===== src/rtl/cpu_pkg.sv =====
// Shared CPU front-end definitions: widths, NOP encoding, fetch FSM states and
// the prefetch queue entry layout.
package cpu_pkg;
  localparam int INSTR_W = 32;
  localparam int ADDR_W  = 32;

  localparam logic [INSTR_W-1:0] NOP_INSTR            = 32'hE1A0_0000; // MOV R0,R0
  localparam logic [ADDR_W-1:0]  RESET_VECTOR_DEFAULT = 32'h0000_0000;

  typedef enum logic [1:0] {
    FS_IDLE  = 2'd0,
    FS_REQ   = 2'd1,
    FS_FAULT = 2'd2
  } fetch_state_e;

  typedef struct packed {
    logic [INSTR_W-1:0] instr;
    logic [ADDR_W-1:0]  pc;
  } fq_entry_t;
endpackage


===== src/rtl/fetch_queue.sv =====
// Small synchronous FIFO of fetched {instr, pc+4} words; flush beats push and pop.
module fetch_queue
  import cpu_pkg::*;
#(
  parameter int DEPTH = 2
) (
  input  logic                     clk,
  input  logic                     rst_n,
  input  logic                     push_i,
  input  logic                     pop_i,
  input  logic                     flush_i,
  input  fq_entry_t                wdata_i,
  output fq_entry_t                rdata_o,
  output logic                     full_o,
  output logic                     empty_o,
  output logic [$clog2(DEPTH):0]   count_o
);
  localparam int AW = $clog2(DEPTH);

  fq_entry_t       mem_q [DEPTH];
  logic [AW-1:0]   wr_ptr_q, rd_ptr_q;
  logic [AW:0]     count_q;
  logic            do_push, do_pop;

  assign full_o  = (count_q == (AW+1)'(DEPTH));
  assign empty_o = (count_q == '0);
  assign count_o = count_q;
  assign rdata_o = mem_q[rd_ptr_q];

  assign do_push = push_i && !full_o;
  assign do_pop  = pop_i && !empty_o;

  always_ff @(posedge clk or negedge rst_n) begin
    if (!rst_n) begin
      wr_ptr_q <= '0;
      rd_ptr_q <= '0;
      count_q  <= '0;
      for (int i = 0; i < DEPTH; i++) mem_q[i] <= '0;
    end else if (flush_i) begin
      wr_ptr_q <= '0;
      rd_ptr_q <= '0;
      count_q  <= '0;
    end else begin
      if (do_push) begin
        mem_q[wr_ptr_q] <= wdata_i;
        wr_ptr_q        <= wr_ptr_q + AW'(1);
      end
      if (do_pop) rd_ptr_q <= rd_ptr_q + AW'(1);
      count_q <= count_q + (AW+1)'(do_push) - (AW+1)'(do_pop);
    end
  end
endmodule


===== src/rtl/instruction_fetch_unit.sv =====
// Fetch front end: owns the fetch PC, a one-outstanding memory handshake with
// timeout, redirect/discard handling, and feeds the decoder from fetch_queue.
module instruction_fetch_unit
  import cpu_pkg::*;
#(
  parameter logic [ADDR_W-1:0] RESET_VECTOR = RESET_VECTOR_DEFAULT,
  parameter int                QUEUE_DEPTH  = 2,
  parameter int                TIMEOUT      = 255
) (
  input  logic               clk,
  input  logic               rst_n,
  output logic               mem_req,
  output logic [ADDR_W-1:0]  mem_addr,
  input  logic               mem_ack,
  input  logic [INSTR_W-1:0] mem_rdata,
  output logic [INSTR_W-1:0] fd_instruction,
  output logic               fd_valid,
  output logic [ADDR_W-1:0]  fd_pc,
  input  logic               de_ready,
  input  logic               redirect_en,
  input  logic [ADDR_W-1:0]  redirect_addr,
  output logic               fetch_fault
);
  localparam int CW = $clog2(QUEUE_DEPTH) + 1;

  fetch_state_e      state_q;
  logic [ADDR_W-1:0] fetch_pc_q, mem_addr_q, hold_pc_q;
  logic              mem_req_q, fault_q, discard_q;
  logic [7:0]        tmo_q;

  logic              q_push, q_pop, q_full, q_empty, room;
  logic [CW-1:0]     q_count, q_count_nx;
  fq_entry_t         q_wdata, q_head;
  logic [ADDR_W-1:0] redir_pc, pc_adv;

  assign redir_pc = redirect_addr & ~32'h3;
  // A discarded response belongs to the pre-redirect stream, so the PC must not advance.
  assign pc_adv   = discard_q ? fetch_pc_q : fetch_pc_q + 32'd4;

  assign q_push  = (state_q == FS_REQ) && mem_ack && !discard_q && !redirect_en && !q_full;
  assign q_pop   = de_ready && !q_empty;
  assign q_wdata = '{instr: mem_rdata, pc: fetch_pc_q + 32'd4};

  assign q_count_nx = q_count + CW'(q_push) - CW'(q_pop);
  assign room       = int'(q_count_nx) < QUEUE_DEPTH;

  fetch_queue #(.DEPTH(QUEUE_DEPTH)) u_queue (
    .clk     (clk),
    .rst_n   (rst_n),
    .push_i  (q_push),
    .pop_i   (q_pop),
    .flush_i (redirect_en),
    .wdata_i (q_wdata),
    .rdata_o (q_head),
    .full_o  (q_full),
    .empty_o (q_empty),
    .count_o (q_count)
  );

  always_ff @(posedge clk or negedge rst_n) begin
    if (!rst_n) begin
      state_q    <= FS_IDLE;
      fetch_pc_q <= RESET_VECTOR;
      mem_addr_q <= RESET_VECTOR;
      hold_pc_q  <= RESET_VECTOR + 32'd4;
      mem_req_q  <= 1'b0;
      fault_q    <= 1'b0;
      discard_q  <= 1'b0;
      tmo_q      <= 8'd0;
    end else begin
      if (!q_empty) hold_pc_q <= q_head.pc;
      case (state_q)
        FS_IDLE: begin
          if (redirect_en) begin
            fetch_pc_q <= redir_pc;
          end else if (int'(q_count) < QUEUE_DEPTH) begin
            state_q    <= FS_REQ;
            mem_req_q  <= 1'b1;
            mem_addr_q <= fetch_pc_q;
            tmo_q      <= 8'd0;
          end
        end
        FS_REQ: begin
          if (mem_ack) begin
            tmo_q     <= 8'd0;
            discard_q <= 1'b0;
            if (redirect_en) begin
              fetch_pc_q <= redir_pc;
              state_q    <= FS_IDLE;
              mem_req_q  <= 1'b0;
            end else begin
              fetch_pc_q <= pc_adv;
              if (room) begin
                mem_addr_q <= pc_adv;
              end else begin
                state_q   <= FS_IDLE;
                mem_req_q <= 1'b0;
              end
            end
          end else begin
            if (tmo_q != 8'hFF) tmo_q <= tmo_q + 8'd1;
            if (redirect_en) begin
              // Request stays on the bus with its old address; its data is dropped later.
              fetch_pc_q <= redir_pc;
              discard_q  <= 1'b1;
            end else if (int'(tmo_q) >= TIMEOUT - 1) begin
              state_q   <= FS_FAULT;
              mem_req_q <= 1'b0;
              fault_q   <= 1'b1;
            end
          end
        end
        FS_FAULT: begin
          if (redirect_en) fetch_pc_q <= redir_pc;
        end
        default: state_q <= FS_IDLE;
      endcase
    end
  end

  assign mem_req        = mem_req_q;
  assign mem_addr       = mem_addr_q;
  assign fetch_fault    = fault_q;
  assign fd_valid       = !q_empty;
  assign fd_instruction = q_empty ? NOP_INSTR : q_head.instr;
  assign fd_pc          = q_empty ? hold_pc_q : q_head.pc;
endmodule

===== config.mk =====
export PLATFORM = sky130hd
export DESIGN_NAME = instruction_fetch_unit
export DESIGN_NICKNAME = d
export VERILOG_FILES = /design/src/rtl/cpu_pkg.sv /design/src/rtl/fetch_queue.sv /design/src/rtl/instruction_fetch_unit.sv
export SDC_FILE = /design/constraint.sdc
export NUM_CORES = 1
export LEC_CHECK = 0
export CAP_MARGIN = 20
export CELL_PAD_IN_SITES_DETAIL_PLACEMENT = 0
export CELL_PAD_IN_SITES_GLOBAL_PLACEMENT = 2
export CORE_MARGIN = 2
export CORE_UTILIZATION = 40
export DETAILED_ROUTE_END_ITERATION = 10
export DONT_BUFFER_PORTS = 1
export GPL_TIMING_DRIVEN = 0
export PLACE_DENSITY = 0.78
export SYNTH_ARGS = -nofsm -noshare
export SYNTH_HDL_FRONTEND = slang
export SYNTH_HIERARCHICAL = 1
export SYNTH_SLANG_ARGS = --single-unit

===== constraint.sdc =====
create_clock -name clk -period 7.5 [get_ports clk]
set_clock_uncertainty 0.1 [all_clocks]
set_input_delay 1.5 -clock clk [delete_from_list [all_inputs] [get_ports clk]]
set_output_delay 1.5 -clock clk [all_outputs]
set_load 0.005 [all_outputs]

==> impl_metrics.env, run 1 <==
export IMPL_powerDensity_mw_per_mm2=329
export IMPL_cts_tree="built"
export IMPL_grt_ovfl_total=0
export IMPL_worstPathArrival_ps=2750
export IMPL_synth_top_family_by_area="multiplexers"
export IMPL_async_reset_ff_frac=1.00
export IMPL_cts_sinks=241
export IMPL_finalHoldViolCount=0
export IMPL_setup_viol=0
export IMPL_cp_end_kind="output pin"
export IMPL_layout_drive_gt1_share=0.330
export IMPL_grt_max_degree=242
export IMPL_post_cts_resized=0
export IMPL_wl_um=31200
export IMPL_syn_area_per_cell_um2=11.8
export IMPL_seq_area_mm2=0.00603
export IMPL_final_nets=1131
export IMPL_htree_levels=1
export IMPL_cts_max_path_buffers=3
export IMPL_stdcell_area_mm2=0.0136
export IMPL_hold_buffers=0
export IMPL_startpoint="u_queue/rd_ptr_q$_DFFE_PN0P_"
export IMPL_syn2layout_area_growth_pct=12.6
export IMPL_fin_tns_setup_ps=0
export IMPL_avgViaCountPerCell=5.41
export IMPL_rows=63
export IMPL_post_route_util=0.458
export IMPL_r2r_start="u_queue/count_o[1]$_DFF_PN0_"
export IMPL_drt_iter0_markers=387
export IMPL_wl_per_cell_um=21.3
export IMPL_p_int_mw=3.19
export IMPL_vias=7953
export IMPL_muxShareOfSynthArea=0.242
export IMPL_core_area_mm2=0.0297
export IMPL_synthXorXnorAreaFrac=0.0493
export IMPL_holdCritPathClass="reg -> reg"
export IMPL_yosysWarningCount=6
export IMPL_holdCritStartpoint="u_queue/mem_q[106]$_DFFE_PN0P_"
export IMPL_cts_root_buffer="clkbuf_16"
export IMPL_path_max_fanout=10
export IMPL_cts_buffers=28
export IMPL_die_area_mm2=0.0316
export IMPL_maxSlewHeadroom=0.292
export IMPL_synth_fa_ha_area_frac=0.00622
export IMPL_io_pins=168
export IMPL_run_status="finished, final reports clean"
export IMPL_multiInputGateArea_mm2=0.00562
export IMPL_ant_nets=0
export IMPL_synth_edf_count=0
export IMPL_place_congestion=0.785
export IMPL_syn_area_mm2=0.0121
export IMPL_die_x_um=178
export IMPL_synth_seq_cells=241
export IMPL_die_y_um=178
export IMPL_cap_violations=0
export IMPL_yosys_area_share_simple=0.113
export IMPL_combPwrFrac=0.250
export IMPL_grt_pass1_vias=8142
export IMPL_fmaxAchievable_mhz=230
export IMPL_antenna_found_initial=4
export IMPL_ys_flop_type="dfrtp_1"
export IMPL_tightest_slew_ps=1050
export IMPL_synth_cell_types=60
export IMPL_slew_viol_final=0
export IMPL_grtUsageTotal=0.198
export IMPL_drc=0
export IMPL_sw_frac_of_total=0.287
export IMPL_peakVddDrop_mv=0.157
export IMPL_grt_pass1_wl_um=48300
export IMPL_p_sw_mw=1.28
export IMPL_drt_pass1_iterations=4
export IMPL_total_power_mw=4.48
export IMPL_min_period_over_period=0.580
export IMPL_nFillCells=2764
export IMPL_dp_hpwl_um=21800
export IMPL_synth_nets=1096
export IMPL_crit_type="reg -> out"
export IMPL_synth_compound_area_frac=0.0545
export IMPL_clkLatencyLatePin_ps=540
export IMPL_fin_crit_ps=4350
export IMPL_pwr_share_seq=0.433
export IMPL_placed_area_mm2=0.0126
export IMPL_ys_seq_area_frac=0.499
export IMPL_start_util=0.406
export IMPL_portBuffers=0
export IMPL_dp_slack_ps=2620
export IMPL_start_kind="flip-flop"
export IMPL_p_leak_nw=5.89
export IMPL_postCtsSetupBuffers=0
export IMPL_p_clk_frac=0.317
export IMPL_setup_slack_ps=3150
export IMPL_rsz0062_at_grt="false"
export IMPL_required_ps=5900
export IMPL_clk_pin_slew_ps=60
export IMPL_synth_cells=1021
## power groups by stage
stage,logic [mW],clock network [mW],registers (mW)
floorplan,0.889,0,1.89
global placement,1.11,0,1.95
detailed placement,1.13,0,1.96
CTS,1.14,1.46,1.94
global route,1.23,1.51,2.00
finish,1.12,1.42,1.94
## sequential cells by signal (all words and copies together) (netlist names)
name and count:
tmo_q 8, fetch_pc_q 32, u_queue/count_o 2, hold_pc_q 32, discard_q 1, mem_req 1
mem_addr 32, state_q 2, u_queue/rd_ptr_q 1, fetch_fault 1, u_queue/mem_q 128, u_queue/wr_ptr_q 1
## metrics by stage
step	cells	hold WS [ps]
3_5_place_dp	1416	376
6_report	1470	388
3_3_place_gp	1411	367
2_1_floorplan	1021	350
5_1_grt	1467	402
4_1_cts	1467	390
## per-layer routing
layer | vias to the layer above | GRT usage | share of wire
li1 | 3697 | - | -
met1 | 4021 | 0.274 | 0.45
met2 | 193 | 0.317 | 0.46
met3 | 40 | 0.0431 | 0.064
met4 | 2 | 0.0495 | 0.022
met5 | - | 0 | 0.00042
## worst max-delay path: stages, from the launching register on
cell      delay (ps)
dfrtp_1          330
clkbuf_1         590
clkbuf_1         590
mux2_2           410
mux2_2           290
## cells in the final DEF (no fill, tap or decap), types with 4 or more instances in the layout
cell	netlist	final
a21o_1	6	6
a21oi_1	28	28
a22oi_1	9	9
a31oi_1	7	7
and2_1	8	8
and3_1	7	7
and4_1	4	4
buf_2	18	19
buf_4	3	5
buf_6	9	11
bufinv_16	0	4
clkbuf_1	41	46
clkbuf_16	0	29
clkinv_2	0	5
dfrtp_1	240	240
ha_1	6	6
inv_1	13	13
mux2_1	4	4
mux2_2	252	252
mux2i_1	4	4
nand2_1	49	49
nand2b_1	4	4
nand3_1	27	27
nand4_1	18	18
nor2_1	40	40
nor2b_1	31	31
nor3_1	19	19
nor4_1	15	15
o21a_1	4	4
o21ai_0	33	33
o22ai_1	5	5
or2_2	9	9
or3_1	4	4
xnor2_1	41	41
xor2_1	27	27
## final timing paths
kind	end	slack, ps	cells past startpoint
hold reg to reg	u_queue/mem_q[106]$_DFFE_PN0P_	390	1
setup reg to reg	mem_addr[26]$_DFFE_PN0P_	3180	12
setup / recovery	fd_pc[13]	3150	4
max in group asynchronous	u_queue/mem_q[29]$_DFFE_PN0P_	6380	0
min in group asynchronous	fetch_pc_q[4]$_DFFE_PN0P_	580	0
hold / removal	u_queue/mem_q[106]$_DFFE_PN0P_	390	1
## Yosys cell counts, drive strengths merged, types with 8 or more instances
cell type / number / area, µm²
mux2: 256 / 2880
dfrtp: 240 / 6010
nand2: 49 / 184
clkbuf: 42 / 159
xnor2: 41 / 359
nor2: 40 / 150
o21ai: 33 / 165
buf: 32 / 221
nor2b: 31 / 194
a21oi: 28 / 140
nand3: 28 / 153
xor2: 27 / 236
nand4: 19 / 125
nor3: 19 / 95.1
nor4: 17 / 128
inv: 13 / 48.8
a22oi: 9 / 67.6
or2: 9 / 56.3
and2: 8 / 50.1
## cell families after synthesis
group                    count (synthesis)
XOR/XNOR                                68
AND/OR/NAND/NOR                        250
buffers and inverters                   88
AO/OA/AOI/OAI                          108
adder cells (fa/ha/maj)                  6
flip-flops                             241
multiplexers                           260
## cell type report
type	instances	share of cell area
Sequential cell	241	0.444
Multi-Input combinational cell	692	0.414
Clock buffer	37	0.0578
Tap cell	390	0.0359
Buffer	74	0.0280
Clock inverter	14	0.0137
Inverter	14	0.00386
Timing Repair Buffer	5	0.00313
Antenna cell	3	0.000552
Note: power is estimated with default switching activity, not from simulation.
==> run 2: changes to the inputs <==
Settings changed: CORE_UTILIZATION 40 to 39, PLACE_DENSITY 0.78 to 0.8.
Clock period 7.5 ns to 3.7 ns, I/O delays scaled along.
==> run 2 against run 1 <==
Compared with the run above: the run now ends with hold timing left; critical path depth increased by 4; global-route usage shrank 0.78 points; cell count up 0.20%; via count fell by 1.8%; total power rose by 99%; worst hold slack lost 560 ps; die area rose by 2.5%; clock power grew 89%; sequential share of layout area hardly changed; utilization fell by 1.2 points; critical path type is now reg -> reg; highest routed layer is now met4.
==> impl_metrics.env, run 2 (synthesis results as in run 1) <==
export IMPL_run_status="finished, violations left"
export IMPL_violations="hold timing"
export IMPL_routed_top_layer="met4"
export IMPL_rows=64
export IMPL_drt_pass1_iterations=5
export IMPL_crit_top_cell="clkbuf_1"
export IMPL_syn2layout_area_growth_pct=12.5
export IMPL_peakVddDrop_mv=0.312
export IMPL_cts_root_buffer="clkbuf_16"
export IMPL_die_area_mm2=0.0324
export IMPL_top_register="u_queue/mem_q"
export IMPL_fmaxAchievable_mhz=279
export IMPL_dp_hpwl_um=21800
export IMPL_avgViaCountPerCell=5.30
export IMPL_largest_reg_flops=128
export IMPL_nFillCells=2857
export IMPL_slew_viol_final=0
export IMPL_stdcell_area_mm2=0.0136
export IMPL_layout_common_cells="252 x mux2_2, 239 x dfrtp_1, 49 x nand2_1"
export IMPL_ant_nets=0
export IMPL_maxSlewHeadroom=0.306
export IMPL_die_x_um=180
export IMPL_wl_um=31100
export IMPL_powerDensity_mw_per_mm2=655
export IMPL_cts_buffers=27
export IMPL_cp_slowest_cell="clkbuf_1"
export IMPL_met1_length_um=14100
export IMPL_cts_tree="built"
export IMPL_final_nets=1131
export IMPL_cap_violations=0
export IMPL_slowest_delay_ps=660
export IMPL_core_area_mm2=0.0305
export IMPL_setup_viol=0
export IMPL_path_max_fanout=10
export IMPL_dr_wl_met3_um=1960
export IMPL_clkLatencyLatePin_ps=530
export IMPL_tightest_slew_ps=1030
export IMPL_holdCritPathClass="in -> async"
export IMPL_cts_max_path_buffers=3
export IMPL_drt_iter0_markers=353
export IMPL_fin_tns_setup_ps=0
export IMPL_place_congestion=0.817
export IMPL_post_route_util=0.445
export IMPL_crit_chain="ha_1 > clkbuf_1 > nand4_1 > nor4_2 > clkbuf_1 > nand3_1 > xnor2_1 > mux2_2"
export IMPL_whs_ps=-175
export IMPL_dp_cells=1422
export IMPL_vias=7810
export IMPL_grt_max_degree=242
export IMPL_placed_area_mm2=0.0126
export IMPL_rsz0062_at_grt="false"
export IMPL_die_y_um=180
export IMPL_io_pins=168
export IMPL_cts_sinks=241
export IMPL_wl_per_cell_um=21.1
export IMPL_fin_crit_ps=3580
export IMPL_required_ps=4010
export IMPL_grt_pass1_wl_um=48600
export IMPL_start_kind="flip-flop"
export IMPL_start_util=0.396
export IMPL_layout_drive_gt1_share=0.333
export IMPL_portBuffers=0
export IMPL_p_leak_nw=5.88
export IMPL_min_period_over_period=0.967
export IMPL_grt_ovfl_total=0
export IMPL_htree_levels=1
export IMPL_crit_type="reg -> reg"
export IMPL_worstPathArrival_ps=3890
export IMPL_antenna_found_initial=5
export IMPL_cp_end_kind="flip-flop"
export IMPL_grt_pass1_vias=8044
export IMPL_r2r_slack_ps=120
export IMPL_final_common_cell="mux2_2"
export IMPL_clk_pin_slew_ps=60
export IMPL_drc=0
export IMPL_grtUsageTotal=0.191
export IMPL_wl_met2_um=14300
export IMPL_finalHoldViolCount=240
export IMPL_final_cells=1473
run 2: changes by cell type in the layout (fill, tap and decap cells not counted), moves of 2 or more:
| cell | before | now |
|---|---|---|
| diode_2 | 3 | 5 |
| buf_4 | 5 | 11 |
| clkbuf_8 | 3 | 5 |
| clkinv_2 | 5 | 3 |
| clkbuf_16 | 29 | 27 |
| buf_2 | 19 | 16 |
| clkbuf_1 | 46 | 42 |
run 2: power breakdown:
group	internal, mW	total (mW)	switching (mW)
Sequential	3.49	3.95	0.456
Combinational	1.22	2.27	1.05
Clock	1.64	2.69	1.05
run 2: through the flow:
step           power (mW)  setup WS [ps]  hold WS, ps
2_1_floorplan        5.62            187          344
3_5_place_dp         6.26           -876          363
3_3_place_gp         6.18          -1650          363
4_1_cts              9.03           31.0         -209
5_1_grt              9.47           17.2         -214
6_report             8.90            121         -175
run 2: repair_timing:
action                                  in CTS  in global routing
setup buffers                                3                  0
endpoints found under the hold margin      240                240
pin swaps                                    1                  0
gates resized for setup                     10                  4
endpoints found under the setup margin     109                 88
run 2: final timing paths:
check,startpoint,endpoint,cells after the start
setup / recovery,fetch_pc_q[3]$_DFFE_PN0P_,u_queue/mem_q[94]$_DFFE_PN0P_,8
min in group clk,redirect_en,u_queue/wr_ptr_q$_DFFE_PN0P_,1
hold reg to reg,u_queue/mem_q[104]$_DFFE_PN0P_,u_queue/mem_q[104]$_DFFE_PN0P_,1
max in group asynchronous,rst_n,u_queue/mem_q[12]$_DFFE_PN0P_,0
hold / removal,rst_n,fetch_pc_q[4]$_DFFE_PN0P_,0
setup reg to reg,fetch_pc_q[3]$_DFFE_PN0P_,u_queue/mem_q[94]$_DFFE_PN0P_,8
run 2: worst max-delay path, delay by kind of cell (launching register included):
family | cells | cell delay (ps)
XOR/XNOR | 1 | 200
adder cells (fa/ha/maj) | 1 | 200
buffers and inverters | 2 | 1050
flip-flops | 1 | 510
multiplexers | 1 | 270
AND/OR/NAND/NOR | 3 | 1110
run 2: layout make-up:
class	instances	area [µm²]	share of cell area
clock buffer	37	763	0.0562
clock inverter	8	121	0.00893
sequential	241	6030	0.444
tap	396	495	0.0365
buffer	72	385	0.0284
antenna	5	12.5	0.000921
timing repair buffer	8	77.6	0.00571
multi-input combinational	692	5650	0.416
inverter	14	52.6	0.00387
run 2: routing by layer:
layer  GRT usage  vias to the layer above
met1       0.259                     3885
met4      0.0507                        0
met2       0.303                      176
li1            -                     3705
met3      0.0488                       44
met5           0                        -
==> variant 1: new RTL, flow settings as in run 2 <==
Change the parameter `TIMEOUT` from 255 to 191.
--- a/src/rtl/instruction_fetch_unit.sv
+++ b/src/rtl/instruction_fetch_unit.sv
@@ -6,5 +6,5 @@
   parameter logic [ADDR_W-1:0] RESET_VECTOR = RESET_VECTOR_DEFAULT,
   parameter int                QUEUE_DEPTH  = 2,
-  parameter int                TIMEOUT      = 255
+  parameter int                TIMEOUT      = 191
 ) (
   input  logic               clk,
Formal check against the unedited RTL: same outputs for any inputs over 4 cycles, from zero or initial values and one cycle with rst_n low; that may be too few to reach the edited logic, so the function may still have changed.
==> variant 1 against run 2 <==
  * The flow still finishes with violations (negative hold slack)
  * Via count up 0.58%
  * Worst hold slack worse by 18 ps
  * Final area up 0.87%
  * Count of clock-buffer cells in the layout down 1
  * Area after synthesis up 0.82%
  * Sequential share of layout area down 0.38 points
  * Sequential cell count unchanged
  * Worst setup slack better by 8.3 ps
  * Die area up 0.80%
  * Routed wire length down 1.4%
  * Total power down 1.6%
  * Clock power up 9.3%
  * Highest routed layer is now met5
==> variant 1: results (changes against run 2) <==
| Metric | Value |
|---|---|
| Routed Antenna Nets | `0 (unchanged)` |
| Worst-skew pair later-pin latency | `530 ps (about the same)` |
| Yosys warnings | `6 (unchanged)` |
| H-tree depth | `1 (unchanged)` |
| Drt first-iter violations | `399 (was 353)` |
| Worst r2r dst | `mem_addr[15] (was u_queue/mem_q[94])` |
| Worst Hold Class | `input pin to async pin (unchanged)` |
| R2r startpoint | `u_queue/count_o[1] (was fetch_pc_q[3])` |
| Clock buffer depth | `3 (unchanged)` |
| Via density | `5.34 (was 5.30)` |
| GPL Wtd Cong | `0.840 (was 0.817)` |
| Worst hold slack | `-193 ps (was -175 ps)` |
| Final-report hold violation count | `240 (unchanged)` |
| # port buffers | `0 (unchanged)` |
| Nets | `1130 (was 1131)` |
| Fill cells | `2842 (was 2857)` |
| Distinct cells, synth | `68 (was 60)` |
| R2R cell count | `10 (was 8)` |
| Antenna violations before repair | `2 (was 5)` |
| Largest net degree at the start of global routing | `242 (unchanged)` |
| Max reg flops | `128 (unchanged)` |
| Vias in the first global route | `8011 (was 8044)` |
| Drt first pass iters | `4 (was 5)` |
| Worst Path Arrival | `3890 ps (about the same)` |
| GRT Overall Usage | `0.185 (was 0.191)` |
| Slowest-stage cell, CP | `or4b_4 (was clkbuf_1)` |
| CTS buffer count | `27 (unchanged)` |
| Ys async rst share | `1.00 (unchanged)` |
| Tightest Pin Transition | `1000 ps (was 1030 ps)` |
| Layout cell share with drive strength beyond 1 | `0.321 (was 0.333)` |
| Failing checks | `negative hold slack (unchanged)` |
| Leakage | `5.90 nW (was 5.88 nW)` |
| R2r setup slk | `approximately 130 ps` |
| Sequential element share of the synthesized area | `0.495 (was 0.499)` |
| Status | `complete, but fails checks (unchanged)` |
| Post-DP HPWL | `21400 microns (was 21800 microns)` |
| Top post-synthesis cells by count | `dfrtp_1 (240), mux2_2 (222), nand2_1 (63) (was mux2_2 (252), dfrtp_1 (240), nand2_1 (49))` |
| Routed WL | `30700 microns (was 31100 microns)` |
| Mapped Cells | `1023 (was 1021)` |
| Pre-CTS setup slack | `-961 ps (was -876 ps)` |
| Clock transition at the registers of the reported paths | `around 70 ps` |
| Crit path max fanout | `19 (was 10)` |
| Top cells by area, synth | `dfrtp_1 (49%), mux2_2 (21%), mux2_4 (3.6%) (was dfrtp_1 (50%), mux2_2 (23%), xnor2_1 (3.0%))` |
| Clock root buffer master | `clkbuf_16 (unchanged)` |
| VDD IR-drop max | `0.365 mV (was 0.312 mV)` |
| CP peak stage delay | `520 ps (was 660 ps)` |
| Largest register by flop count | `u_queue/mem_q (unchanged)` |
| Most used DFF post-synth | `dfrtp_1 (unchanged)` |
| First-pass GRT wire length | `47600 microns (was 48600 microns)` |
| Critical path type | `flip-flop to flip-flop (unchanged)` |
variant 1: cell count changes after synthesis, sizes merged, moves of 3 or more:
cell           run 2  this run
nand2             49        63
nor4              17         9
o211ai             2         9
nand4             19        13
a21o               6         1
a22oi              9         4
a21oi             28        32
and3               7        11
o311ai             1         5
a31oi              7         4
variant 1: timing repair:
item / CTS / global route
setup buffers: 2 / 0
gates resized for setup: 5 / 2
pin swaps: 1 / 0
hold endpoints to repair: 241 / 240
endpoints found under the setup margin: 100 / 29
variant 1: cell type report:
type,count,share of cell area
Sequential cell,241,0.440
Multi-Input combinational cell,693,0.418
Clock buffer,36,0.0554
Tap cell,396,0.0362
Buffer,73,0.0278
Clock inverter,11,0.0155
Inverter,15,0.00411
Timing Repair Buffer,4,0.00274
Antenna cell,1,0.000183
variant 1: how the worst max path moves through the flow:
stage                     slack, ps           end
after detailed placement       -960  mem_addr[14]
after CTS                        30  mem_addr[13]
after floorplan                 120  mem_addr[10]
after global routing             10  mem_addr[16]
final                           130  mem_addr[15]
after global placement         -890  mem_addr[15]
variant 1: routing by layer:
layer  global-route usage  up-vias  wire length, microns
li1                     -     3692                     -
met1                0.255     3935                 13700
met2                0.292      192                 14100
met3               0.0484       34                  2450
met4               0.0423        2                   390
met5                    0        -                    14
variant 1: kinds of logic (layout without fill, tap and decap cells):
family	Yosys count	after routing	synth area share
other	0	1	0
AND/OR/NAND/NOR	251	251	0.109
XOR/XNOR	67	67	0.0493
flip-flops	241	241	0.495
buffers and inverters	89	139	0.0352
AO/OA/AOI/OAI	112	112	0.0585
multiplexers	257	257	0.246
adder cells (fa/ha/maj)	6	6	0.00617
variant 1: where the power goes:
group / leakage, nW / total [mW] / internal, mW / switching, mW
clock network: 0.478 / 2.94 / 1.85 / 1.09
logic: 2.38 / 2.04 / 1.13 / 0.916
registers: 3.05 / 3.78 / 3.41 / 0.371
variant 1: per-stage QoR:
step | cells | TNS, ps | cell area (sq um) | total power [mW]
after floorplan | 1023 | 0 | 12200 | 5.34
after detailed placement | 1420 | -38160 | 12700 | 5.89
after global routing | 1470 | 0 | 13700 | 9.24
after CTS | 1468 | 0 | 13700 | 8.88
final | 1470 | 0 | 13700 | 8.76
after global placement | 1419 | -36240 | 12700 | 5.83
variant 1: critical path: cells and delay by family, from the launching register on:
family	cells	cell delay, ps
AND/OR/NAND/NOR	5	1400
AO/OA/AOI/OAI	1	400
adder cells (fa/ha/maj)	1	310
multiplexers	1	310
buffers and inverters	2	420
flip-flops	1	510
==> variant 2: new RTL, settings of run 2 <==
Made on the original files. The 3 states of `fetch_state_e` get a one-hot encoding in 3 bits.
--- a/src/rtl/cpu_pkg.sv
+++ b/src/rtl/cpu_pkg.sv
@@ -8,8 +8,8 @@
   localparam logic [ADDR_W-1:0]  RESET_VECTOR_DEFAULT = 32'h0000_0000;
 
-  typedef enum logic [1:0] {
-    FS_IDLE  = 2'd0,
-    FS_REQ   = 2'd1,
-    FS_FAULT = 2'd2
+  typedef enum logic [2:0] {
+    FS_IDLE  = 3'b001,
+    FS_REQ   = 3'b010,
+    FS_FAULT = 3'b100
   } fetch_state_e;
 
Formal check against the unedited RTL: no difference found for any inputs over 4 cycles, from zero or initial values and one cycle with rst_n low; so few cycles prove little.
==> variant 2 against run 2 <==
  * The flow still finishes with violations (negative hold slack)
  * Sequential cell count increased by 1
  * Final area increased by 1.7%
  * Total power increased by 8.9%
  * Clock power increased by 5%
  * Area after synthesis increased by 1.8%
  * Routed wire length increased by 5.3%
  * Worst setup slack improved by 82 ps
  * Fmax increased by 2.3%
  * First-iteration DRC count increased by 34%
  * Largest cell class unchanged
  * Highest routed layer is now met5
==> variant 2: results (changes against run 2) <==
| Metric | Value |
|---|---|
| Status | `complete, but fails checks (unchanged)` |
| Failing checks | `negative hold slack (unchanged)` |
| Diodes inserted | `3 (was 5)` |
| CP peak stage delay | `550 ps (was 660 ps)` |
| Antenna violations before repair | `3 (was 5)` |
| Final-report hold violation count | `240 (unchanged)` |
| Synthesized flop and latch total | `242 (was 241)` |
| Area post-placement | `12800 sq um (was 12600 sq um)` |
| Worst hold slack | `-192 ps (was -175 ps)` |
| Clock-cell share of area | `0.0677 (was 0.0651)` |
| Wire length on met3 | `2360 microns (was 1960 microns)` |
| First-pass GRT wire length | `51100 microns (was 48600 microns)` |
| Sequential element share of the synthesized area | `0.493 (was 0.499)` |
| Distinct cells, synth | `79 (was 60)` |
| Pint | `6.35 mW (about the same)` |
| Non-clock buffer share | `0.0368 (was 0.0341)` |
| Fill cells | `2955 (was 2857)` |
| Top post-synthesis cells by count | `dfrtp_1 (240), mux2_2 (222), nand2_1 (68) (was mux2_2 (252), dfrtp_1 (240), nand2_1 (49))` |
| GRT Overall Usage | `0.199 (was 0.191)` |
| Area growth syn-to-layout | `12.3% (was 12.5%)` |
| Synthesized Nets | `1141 (was 1096)` |
| Metal2 WL | `15400 microns (was 14300 microns)` |
| Clk pwr | `2.82 mW (was 2.69 mW)` |
| CTS buffer count | `28 (was 27)` |
| Pre-CTS setup slack | `-1080 ps (was -876 ps)` |
| Slew margin rel. | `0.438 (was 0.306)` |
| Area of the multi-input gates | `5740 sq um (was 5650 sq um)` |
| VDD IR-drop max | `0.357 mV (was 0.312 mV)` |
| CP delay by family, top | `buffers and inverters (was simple AND/OR/NAND/NOR gates)` |
| Largest net degree at the start of global routing | `243 (was 242)` |
| Buffers excl. clock | `87 (was 80)` |
| Syn_area_per_cell | `11.5 sq um (was 11.8 sq um)` |
| Non-Clock Inverter Count | `15 (was 14)` |
| GPL Wtd Cong | `0.879 (was 0.817)` |
| Vias in the first global route | `8446 (was 8044)` |
| Wire length per cell | `21.5 microns (was 21.1 microns)` |
| Reg area | `6060 sq um (was 6030 sq um)` |
| Post-DP HPWL | `23200 microns (was 21800 microns)` |
| Leakage | `6.11 nW (was 5.88 nW)` |
| Drt first-iter violations | `474 (was 353)` |
| Seq. pwr | `3.72 mW (was 3.95 mW)` |
| Clkbuf count | `42 (was 37)` |
[variant 2: cell count changes in the layout (fill, tap and decap cells not counted), sizes merged, moves of 10 or more]
cell / before / now
nand2: 49 / 69
a21oi: 28 / 18
nor3: 19 / 33
buf: 41 / 51
nor2: 40 / 55
mux2: 256 / 226
[variant 2: final timing paths]
kind                               startpoint                 end  slack (ps)  cells after the start
max in group asynchronous               rst_n   u_queue/mem_q[95]        3000                      0
hold reg to reg            u_queue/mem_q[104]  u_queue/mem_q[104]         380                      1
setup reg to reg           u_queue/count_o[1]        mem_addr[11]         270                     13
min in group clk                  redirect_en    u_queue/wr_ptr_q         150                      1
hold / removal                          rst_n            tmo_q[0]        -190                      0
setup / recovery             u_queue/rd_ptr_q           fd_pc[29]         200                      4
[variant 2: timing repair]
item,in CTS,in global routing
gates resized for setup,8,7
setup buffers,3,0
pin swaps,1,0
endpoints found under the hold margin,242,241
setup endpoints to repair,40,75
[variant 2: logic make-up (layout without fill, tap and decap cells)]
group	count (synthesis)	after routing	share of synthesized area
AO/OA/AOI/OAI	128	128	0.0695
AND/OR/NAND/NOR	296	296	0.133
adder cells (fa/ha/maj)	6	6	0.00610
buffers and inverters	98	152	0.0418
XOR/XNOR	68	68	0.0484
multiplexers	228	228	0.209
flip-flops	242	242	0.493
other	0	3	0
[variant 2: layer usage]
layer,up-vias,track usage
li1,3871,-
met1,4180,0.271
met2,210,0.321
met3,45,0.0501
met4,2,0.0452
met5,-,0
[variant 2: stage by stage]
stage / util / std cells / total power, mW / hold slack (ps)
floorplan: - / 1066 / 5.95 / 344
global placement: 0.409 / 1468 / 6.82 / 355
detailed placement: 0.409 / 1470 / 6.89 / 359
CTS: 0.440 / 1523 / 9.79 / -211
global route: 0.441 / 1523 / 10.3 / -218
finish: 0.441 / 1525 / 9.69 / -192
